==> src/rtl/ysyx_25040101_pkg.sv <==
// rtl/ysyx_25040101_pkg.sv - shared op codes, ALU controls and sequencer states
package ysyx_25040101_pkg;

    localparam logic [2:0] MD_MUL  = 3'd0;
    localparam logic [2:0] MD_DIV  = 3'd1;
    localparam logic [2:0] MD_DIVU = 3'd2;
    localparam logic [2:0] MD_REM  = 3'd3;
    localparam logic [2:0] MD_REMU = 3'd4;

    localparam logic [7:0] ALU_ADD = 8'h01;
    localparam logic [7:0] ALU_SUB = 8'h02;
    localparam logic [7:0] ALU_AND = 8'h04;
    localparam logic [7:0] ALU_OR  = 8'h08;
    localparam logic [7:0] ALU_XOR = 8'h10;
    localparam logic [7:0] ALU_SLL = 8'h20;
    localparam logic [7:0] ALU_SRL = 8'h40;
    localparam logic [7:0] ALU_SRA = 8'h80;

    typedef enum logic [2:0] {
        ST_IDLE,
        ST_NEG_A,
        ST_NEG_B,
        ST_ITER,
        ST_NEG_R,
        ST_DONE
    } md_state_t;

    function automatic logic is_signed_op(input logic [2:0] op);
        return (op == MD_DIV) || (op == MD_REM);
    endfunction

endpackage

==> src/rtl/ysyx_25040101_muldiv_seq.sv <==
// rtl/ysyx_25040101_muldiv_seq.sv - iterative RV32M mul/div sequencer on the shared ALU
module ysyx_25040101_muldiv_seq #(
    parameter int XLEN  = 32,
    parameter int ITERS = 32
) (
    input  logic            clock,
    input  logic            reset,
    input  logic            flush_i,
    input  logic            req_valid_i,
    output logic            req_ready_o,
    input  logic [2:0]      req_op_i,
    input  logic [XLEN-1:0] req_a_i,
    input  logic [XLEN-1:0] req_b_i,
    output logic            resp_valid_o,
    input  logic            resp_ready_i,
    output logic [XLEN-1:0] resp_result_o,
    output logic            alu_busy_o,
    output logic [XLEN-1:0] alu_srca_o,
    output logic [XLEN-1:0] alu_srcb_o,
    output logic [7:0]      alu_ctrl_o,
    input  logic [XLEN-1:0] alu_result_i,
    input  logic            alu_borrow_i
);
    import ysyx_25040101_pkg::*;

    localparam logic [4:0] LAST = 5'(ITERS - 1);

    md_state_t       state;
    logic [2:0]      op_q;
    logic [XLEN-1:0] a_q;    // MUL: multiplicand; divide: |a| then quotient
    logic [XLEN-1:0] b_q;    // MUL: multiplier; divide: |b|
    logic [XLEN-1:0] acc_q;  // MUL: accumulator; divide: partial remainder
    logic            neg_a;
    logic            neg_b;
    logic [4:0]      cnt;

    logic            is_mul;
    logic            qbit;
    logic            fix_needed;
    logic [XLEN-1:0] shifted;
    logic [XLEN-1:0] div_rem;
    logic [XLEN-1:0] div_quo;
    logic [XLEN-1:0] final_val;

    assign is_mul     = (op_q == MD_MUL);
    assign shifted    = {acc_q[XLEN-2:0], a_q[XLEN-1]};
    // Bit shifted out of rem makes the true value exceed 2^32, so subtract always fits.
    assign qbit       = acc_q[XLEN-1] | ~alu_borrow_i;
    assign div_rem    = qbit ? alu_result_i : shifted;
    assign div_quo    = {a_q[XLEN-2:0], qbit};
    assign fix_needed = ((op_q == MD_DIV) && (neg_a ^ neg_b)) || ((op_q == MD_REM) && neg_a);

    always_comb begin
        final_val = div_rem;
        if (is_mul)
            final_val = alu_result_i;
        else if (op_q == MD_DIV || op_q == MD_DIVU)
            final_val = div_quo;
    end

    always_comb begin
        alu_srca_o = '0;
        alu_srcb_o = '0;
        alu_ctrl_o = 8'h00;
        case (state)
            ST_NEG_A: begin
                alu_srcb_o = a_q;
                alu_ctrl_o = ALU_SUB;
            end
            ST_NEG_B: begin
                alu_srcb_o = b_q;
                alu_ctrl_o = ALU_SUB;
            end
            ST_ITER: begin
                if (is_mul) begin
                    alu_srca_o = acc_q;
                    alu_srcb_o = b_q[0] ? a_q : '0;
                    alu_ctrl_o = ALU_ADD;
                end else begin
                    alu_srca_o = shifted;
                    alu_srcb_o = b_q;
                    alu_ctrl_o = ALU_SUB;
                end
            end
            ST_NEG_R: begin
                alu_srcb_o = (op_q == MD_DIV) ? a_q : acc_q;
                alu_ctrl_o = ALU_SUB;
            end
            default: ;
        endcase
    end

    always_ff @(posedge clock) begin
        if (reset) begin
            state         <= ST_IDLE;
            req_ready_o   <= 1'b1;
            resp_valid_o  <= 1'b0;
            resp_result_o <= '0;
            alu_busy_o    <= 1'b0;
            op_q          <= MD_MUL;
            a_q           <= '0;
            b_q           <= '0;
            acc_q         <= '0;
            neg_a         <= 1'b0;
            neg_b         <= 1'b0;
            cnt           <= '0;
        end else if (flush_i) begin
            state        <= ST_IDLE;
            req_ready_o  <= 1'b1;
            resp_valid_o <= 1'b0;
            alu_busy_o   <= 1'b0;
        end else begin
            case (state)
                ST_IDLE: begin
                    if (req_valid_i) begin
                        op_q        <= req_op_i;
                        a_q         <= req_a_i;
                        b_q         <= req_b_i;
                        acc_q       <= '0;
                        cnt         <= '0;
                        neg_a       <= is_signed_op(req_op_i) & req_a_i[XLEN-1];
                        neg_b       <= is_signed_op(req_op_i) & req_b_i[XLEN-1];
                        req_ready_o <= 1'b0;
                        // Fast paths enter DONE without a valid; it rises one cycle later.
                        if (req_op_i > MD_REMU) begin
                            resp_result_o <= '0;
                            state         <= ST_DONE;
                        end else if (req_op_i != MD_MUL && req_b_i == '0) begin
                            resp_result_o <= (req_op_i == MD_DIV || req_op_i == MD_DIVU) ? '1 : req_a_i;
                            state         <= ST_DONE;
                        end else if (is_signed_op(req_op_i) & req_a_i[XLEN-1]) begin
                            state      <= ST_NEG_A;
                            alu_busy_o <= 1'b1;
                        end else if (is_signed_op(req_op_i) & req_b_i[XLEN-1]) begin
                            state      <= ST_NEG_B;
                            alu_busy_o <= 1'b1;
                        end else begin
                            state      <= ST_ITER;
                            alu_busy_o <= 1'b1;
                        end
                    end
                end
                ST_NEG_A: begin
                    a_q   <= alu_result_i;
                    state <= neg_b ? ST_NEG_B : ST_ITER;
                end
                ST_NEG_B: begin
                    b_q   <= alu_result_i;
                    state <= ST_ITER;
                end
                ST_ITER: begin
                    cnt <= cnt + 5'd1;
                    if (is_mul) begin
                        acc_q <= alu_result_i;
                        a_q   <= a_q << 1;
                        b_q   <= b_q >> 1;
                    end else begin
                        acc_q <= div_rem;
                        a_q   <= div_quo;
                    end
                    if (cnt == LAST) begin
                        if (fix_needed) begin
                            state <= ST_NEG_R;
                        end else begin
                            state         <= ST_DONE;
                            alu_busy_o    <= 1'b0;
                            resp_valid_o  <= 1'b1;
                            resp_result_o <= final_val;
                        end
                    end
                end
                ST_NEG_R: begin
                    resp_result_o <= alu_result_i;
                    state         <= ST_DONE;
                    alu_busy_o    <= 1'b0;
                    resp_valid_o  <= 1'b1;
                end
                ST_DONE: begin
                    if (!resp_valid_o) begin
                        resp_valid_o <= 1'b1;
                    end else if (resp_ready_i) begin
                        state        <= ST_IDLE;
                        resp_valid_o <= 1'b0;
                        req_ready_o  <= 1'b1;
                    end
                end
                default: state <= ST_IDLE;
            endcase
        end
    end

endmodule

==> config.mk <==
export PLATFORM = sky130hd
export DESIGN_NAME = ysyx_25040101_muldiv_seq
export DESIGN_NICKNAME = d
export VERILOG_FILES = /design/src/rtl/ysyx_25040101_pkg.sv /design/src/rtl/ysyx_25040101_muldiv_seq.sv
export SDC_FILE = /design/constraint.sdc
export NUM_CORES = 1
export LEC_CHECK = 0
export ABC_AREA = 0
export BUFFER_PORTS_ARGS = -buffer_cell sky130_fd_sc_hd__buf_2
export CORE_MARGIN = 3
export CORE_UTILIZATION = 55
export DETAILED_ROUTE_END_ITERATION = 7
export GPL_ROUTABILITY_DRIVEN = 0
export GPL_TIMING_DRIVEN = 0
export PLACE_DENSITY = 0.8
export SETUP_SLACK_MARGIN = 0.05
export SYNTH_ARGS = -nofsm -noshare
export SYNTH_HDL_FRONTEND = slang
export SYNTH_SLANG_ARGS = --single-unit
==> constraint.sdc <==
create_clock -name clock -period 4.9 [get_ports clock]
set_input_delay 0.98 -clock clock [delete_from_list [all_inputs] [get_ports clock]]
set_output_delay 0.98 -clock clock [all_outputs]
set_load 0.05 [all_outputs]
Yosys cells after proc, flatten, opt, wreduce, memory -nomap -nowiden
Cells that the tools add are included.
{"block": "op_classes", "n_addsub": 1, "n_lt_le_gt_ge": 1, "eq_ne": 21, "n_mux": 55, "bitwise_logic": 6, "n_reduce_logical": 28}
{"cell": "$mux 32", "n": 19}
{"cell": "$pmux 32 s3", "n": 3}
{"cell": "$pmux 32 s4", "n": 1}
{"cell": "$pmux 32 s2", "n": 1}
{"cell": "$logic_not 32->1", "n": 1}
{"cell": "$eq 3x2->1 const B", "n": 6}
{"cell": "$mux 3", "n": 6}
{"cell": "$pmux 3 s6", "n": 1}
{"cell": "$mux 1", "n": 16}
{"cell": "$ne 2x2->1 const B", "n": 8}
{"cell": "$reduce_bool 3->1", "n": 5}
{"cell": "$reduce_and 3->1", "n": 4}
{"cell": "$reduce_and 4->1", "n": 3}
{"cell": "$reduce_and 6->1", "n": 2}
{"cell": "$pmux 5 s2", "n": 1}
{"cell": "$eq 3x1->1 const B", "n": 3}
{"cell": "$eq 3x3->1 const B", "n": 2}
{"cell": "$logic_not 3->1", "n": 2}
{"cell": "$pmux 1 s3", "n": 2}
{"cell": "$add 5x1->5 const B", "n": 1}
{"cell": "$eq 5x5->1 const B", "n": 1}
{"cell": "$mux 5", "n": 1}
{"cell": "$logic_or 1x1->1", "n": 4}
{"cell": "$mux 2", "n": 2}
{"cell": "other kinds (12)", "n": 17}
{"block": "totals", "ff_bits": 144, "out_inout_bits": 107}

Depth between registers and ports, before layout
{"block": "logic_depth", "ltp_word": 9, "mapped_depth": 10, "mapped_depth_nobuf": 9}

Worst setup path before layout
OpenSTA, ideal clock, no wires.
{"block": "synth_path", "path_type": "reg2out", "startpoint": "register state[1]", "endpoint": "output alu_ctrl_o[1]", "t_arrival_ps": 2175, "slack_ps": 1745, "path_stages_with_launch": 5, "path_cell_list": "dfxtp_1 buf_2 buf_2 buf_1 a311oi_1"}
{"block": "synth_between", "elab_chain_cells": 3, "word_cells_on_any_way": 6, "cone_classes": "4 x eq/ne; 1 x mux; 1 x reduce/logical"}
{"element": "start, declared", "line": "ysyx_25040101_muldiv_seq.sv:28", "source": "md_state_t state;"}
{"element": "start signal, assigned", "line": "ysyx_25040101_muldiv_seq.sv:145", "source": "state <= neg_b ? ST_NEG_B : ST_ITER;"}
{"element": "$eq 3x3->1 (tied with other cells)", "line": "ysyx_25040101_muldiv_seq.sv:65", "source": "case (state)"}
{"element": "$reduce_or 3->1 (no line)"}
{"element": "$pmux 2 s2 *", "line": "ysyx_25040101_muldiv_seq.sv:65"}
{"element": "end, declared", "line": "ysyx_25040101_muldiv_seq.sv:20", "source": "output logic [7:0] alu_ctrl_o,"}
Every way passes the cells marked *; elsewhere a longest branch is shown, timed or not.

Final worst setup path
{"block": "layout_path", "startpoint": "register op_q[2]", "endpoint": "output alu_srcb_o[30]"}
{"block": "layout_between", "elab_chain_cells": 3, "word_cells_on_any_way": 5, "cone_classes": "1 x eq/ne; 3 x mux; 1 x reduce/logical"}
{"element": "start, declared", "line": "ysyx_25040101_muldiv_seq.sv:29", "source": "logic [2:0] op_q;"}
{"element": "start signal, assigned", "line": "ysyx_25040101_muldiv_seq.sv:116", "source": "op_q <= req_op_i;"}
{"element": "$eq 3x1->1 or $logic_not 3->1 (tied branches)", "line": "ysyx_25040101_muldiv_seq.sv:86, ysyx_25040101_muldiv_seq.sv:45"}
{"element": "$mux 32, on equally long branches", "line": "ysyx_25040101_muldiv_seq.sv:86, ysyx_25040101_muldiv_seq.sv:75"}
{"element": "$pmux 32 s4 *", "line": "ysyx_25040101_muldiv_seq.sv:65"}
{"element": "end, declared", "line": "ysyx_25040101_muldiv_seq.sv:19", "source": "output logic [XLEN-1:0] alu_srcb_o,"}
Marked as above.

==> out/qor.log <==
[run_status] run status finished with violations
[run_status] violated checks DRC
[pwr] LEAKAGE 4.68 nW
[critical_path] startpoint of the lowest-slack register-to-register path cnt[0]$_SDFFE_PP0P_
[critical_path] R2R Path End resp_result_o[31]$_SDFFE_PP0P_
[clock_network] # Post-CTS Setup Buffers 0
[drt] average vias per placed instance 6.67
[clock_network] number of buffers added to fix hold violations after cts 0
[critical_path] cell with the largest stage delay on the worst path sky130_fd_sc_hd__a222oi_1
[global_routing] antenna violations before repair 0
[clock_network] PostCTS Resize Cnt 0
[worst_hold_path] worst min path class flop to flop
[logic_synthesis] predominant post-synthesis flop cell sky130_fd_sc_hd__dfxtp_1
[global_routing] number of global-route vias before repair 11,217
[critical_path] arrival time at the worst endpoint 3.13 ns
[sta] achievable frequency 0.243 GHz
[global_routing] wire length of the first global-routing pass 61,200 um
[clock_network] Inserted Clock Buffers 17
[pwr] overall power consumption 0.00385 W
[logic_synthesis] post-synthesis sequential area ratio 0.297
[clock_network] Worst-Skew Late Latency 0.44 ns
[critical_path] critical path fanouts, max 10
[pwr] Flop pwr share 0.338
[cells_and_area] layout cells sized above 1 0.204
[critical_path] r2r setup slk 2.25 ns
[logic_synthesis] area of the mapped netlist 9690 um^2
[clock_network] TritonCTS Sinks 144
[drt] WL final 39,700 um
[clock_network] TritonCTS clock tree done
[floorplanning] Die Ht 139 um
[floorplanning] IO Pins 212
[critical_path] most common cell type on the critical path sky130_fd_sc_hd__buf_2
[drt] DRT iter0 DRCs 2,061
[job] number of violations of the max-capacitance limit 0
[sta] worst-case setup margin in the final layout 0.789 ns
[clock_network] root buffer cell sky130_fd_sc_hd__clkbuf_16
[worst_hold_path] worst min-delay path startpoint b_q[16]$_SDFFE_PP0P_
[sta] RSZ-0062 raised after global routing false
[pwr] VDD IR max 0.302 mV
[logic_synthesis] mean post-synth cell area 7.21 um^2
[drt] # DRC 15
[pwr] cell-internal power 0.00254 W
[global_routing] total grt overflow 0
[drt] routed wire length per instance 22.0 um
[critical_path] launching element type of the critical path flop
[global_routing] pin count of the biggest net entering global routing 17
[sta] max-slew violations 0
[sta] largest clock skew in the final design 0.00937 ns
[critical_path] Largest delay share family, worst path buffers and inverters
[floorplanning] core area 16,900 um^2
[sta] final hold violations 0
[drt] routed vias 12,039
[placed_design] Placement Setup Slack 1.40 ns
[sta] post-layout min period 4.11 ns
[floorplanning] initial cell density of the core 0.572
[critical_path] startpoint-to-endpoint class of the critical path flop to output pin
[critical_path] crit path capture type output pin
[drt] iteration count of the initial detailed-routing pass 8
[clock_network] clock-pin slew on the worst setup and hold paths 0.06 ns
[cells_and_area] signed area change from the synthesized netlist to the final layout 20.7%
[floorplanning] die outline width 139 um
[critical_path] Critical Path, Cell by Cell buf_2, nor3_2, buf_2, a21oi_1, clkbuf_1, a222oi_1, inv_1, buf_2
[pwr] proportion of power drawn by the clock network 0.407
[clock_network] buffer levels on the longest clock path 2
[floorplanning] FP Rows 47
[logic_synthesis] number of synthesized flops with an enable pin 0
[worst_hold_path] cell count of the worst hold path 2
[pwr] power density over the cells 329 nW/um^2
[critical_path] buffering stage count on the worst path with inverters included 5
[pwr] switching share of total power 0.339
[critical_path] data required time of the critical path 3.92 ns
[pwr] Psw 0.00131 W
[sta] Slew Limit Headroom 0.282
[logic_synthesis] share of flip-flops with an asynchronous set or reset after synthesis 0
[global_routing] GRT Total Usage 0.392
[cells_and_area] ant diodes 0
[placed_design] I/O Buffers 205
[logic_synthesis] Distinct cells, synth 56
[cells_and_area] number of nets in the layout 1,680
[placed_design] HPWL Detailed 28,000 um
[sta] Final setup viols 0
[critical_path] worst r2r path cells 10
[cells_and_area] number of inserted filler cells in the final layout 1,483
[sta] fin crit share 0.839
[clock_network] number of H-tree levels 4
[sta] Sum Neg Setup Slack 0 ns
[pwr] relative contribution of combinational cells to total power 0.255
[worst_hold_path] Hold EP b_q[16]$_SDFFE_PP0P_
[logic_synthesis] number of warning messages in the yosys log 0
[sta] slew at the pin with the worst max-slew slack 1.07 ns
[critical_path] max incr delay on CP 0.52 ns
[logic_synthesis] Yosys reg bits 144
[logic_synthesis] Cells after Synth 1,344
[drt] count of nets left with antenna violations after detail routing 0
[floorplanning] Total Die Area 19,300 um^2
==> final cells by class <==
| class | instances | area, um^2 | share of cell area |
|---|---|---|---|
| clock buffer | 21 | 450 | 0.0385 |
| multi-input combinational | 1036 | 6080 | 0.520 |
| sequential | 144 | 2880 | 0.246 |
| tap | 220 | 275 | 0.0235 |
| inverter | 37 | 139 | 0.0119 |
| buffer | 132 | 609 | 0.0521 |
| clock inverter | 11 | 234 | 0.0200 |
| timing repair buffer | 205 | 1030 | 0.0877 |
==> per-stage QoR <==
stage	hold WS [ns]	area, um^2	utilization	instances
6_report	0.483	11700	0.691	1806
3_3_place_gp	0.460	11000	0.650	1774
2_1_floorplan	0.447	9710	-	1349
5_1_grt	0.501	11700	0.691	1806
4_1_cts	0.476	11700	0.691	1806
3_5_place_dp	0.468	11000	0.650	1774
==> synth_stat cells, types with 5 or more instances <==
| cell type | count | area share |
|---|---|---|
| sky130_fd_sc_hd__o21ai_0 | 69 | 0.036 |
| sky130_fd_sc_hd__buf_4 | 8 | 0.0062 |
| sky130_fd_sc_hd__nand2_1 | 236 | 0.091 |
| sky130_fd_sc_hd__nor3b_2 | 31 | 0.040 |
| sky130_fd_sc_hd__nor4_1 | 7 | 0.0045 |
| sky130_fd_sc_hd__dfxtp_1 | 144 | 0.30 |
| sky130_fd_sc_hd__buf_2 | 31 | 0.016 |
| sky130_fd_sc_hd__nor3_1 | 6 | 0.0031 |
| sky130_fd_sc_hd__nand4_1 | 33 | 0.021 |
| sky130_fd_sc_hd__clkbuf_1 | 76 | 0.029 |
| sky130_fd_sc_hd__a21oi_1 | 197 | 0.10 |
| sky130_fd_sc_hd__o21ai_1 | 5 | 0.0026 |
| sky130_fd_sc_hd__a22oi_1 | 5 | 0.0039 |
| sky130_fd_sc_hd__buf_1 | 11 | 0.0043 |
| sky130_fd_sc_hd__inv_1 | 37 | 0.014 |
| sky130_fd_sc_hd__buf_6 | 6 | 0.0070 |
| sky130_fd_sc_hd__a222oi_1 | 31 | 0.032 |
| sky130_fd_sc_hd__o211ai_1 | 62 | 0.048 |
| sky130_fd_sc_hd__nor2_1 | 151 | 0.058 |
| sky130_fd_sc_hd__nor2b_1 | 12 | 0.0077 |
| sky130_fd_sc_hd__a211oi_1 | 32 | 0.025 |
| sky130_fd_sc_hd__mux2i_1 | 98 | 0.10 |
==> cell families after synthesis <==
logic type,Yosys count,synth area share
AND/OR/NAND/NOR,502,0.247
AO/OA/AOI/OAI,421,0.268
buffers and inverters,169,0.0772
flip-flops,144,0.297
multiplexers,99,0.102
XOR/XNOR,6,0.00542
adder cells (fa/ha/maj),2,0.00258
other,1,0.000387
==> power groups by stage <==
stage	Sequential, W	Combinational (W)	Clock (W)
finish	0.00130	0.000981	0.00157
global route	0.00131	0.00103	0.00160
CTS	0.00130	0.000942	0.00154
detailed placement	0.00132	0.000934	0
global placement	0.00132	0.000918	0
floorplan	0.00139	0.000556	0
==> placed cells by master, fill, tap and decap left out, drive strengths merged, types with 7 or more instances in the layout <==
cell    count
o21ai      74
inv        37
a21oi     198
nor3b      32
nor2      153
nor2b      12
nor4       10
nor3        8
nand4      33
a211oi     33
o211ai     62
dfxtp     144
bufinv      7
a222oi     31
mux2i      98
buf       261
clkbuf     97
nand2     236
==> worst min-delay path, stage by stage, from the launching register on <==
cell and delay [ns]:
sky130_fd_sc_hd__dfxtp_1 0.32, sky130_fd_sc_hd__nand2_1 0.06, sky130_fd_sc_hd__a21oi_1 0.05
==> how the worst max path moves through the flow <==
stage	startpoint	endpoint	cells after the start
2_1_floorplan	state[1]$_SDFFE_PP0P_	alu_ctrl_o[1]	4
5_1_grt	state[1]$_SDFFE_PP0P_	alu_srcb_o[7]	10
4_1_cts	state[1]$_SDFFE_PP0P_	alu_srcb_o[7]	10
3_5_place_dp	state[1]$_SDFFE_PP0P_	alu_srcb_o[9]	10
6_report	op_q[2]$_SDFFE_PP0P_	alu_srcb_o[30]	8
3_3_place_gp	req_b_i[12]	resp_result_o[31]$_SDFFE_PP0P_	8
==> state kept, by name, summed over array words and instances (netlist names), 3 cells and up <==
signal / count
a_q: 32
acc_q: 32
b_q: 32
cnt: 5
op_q: 3
resp_result_o: 32
state: 3
==> layer usage <==
layer  vias to the layer above  GRT usage  part of all wire
met2                      1114      0.605              0.43
met1                      5469      0.503              0.36
met3                       221      0.123              0.15
li1                       5235          -                 -
met5                         -          0                 0
met4                         0      0.180             0.057
(Power assumes the default switching activity.)
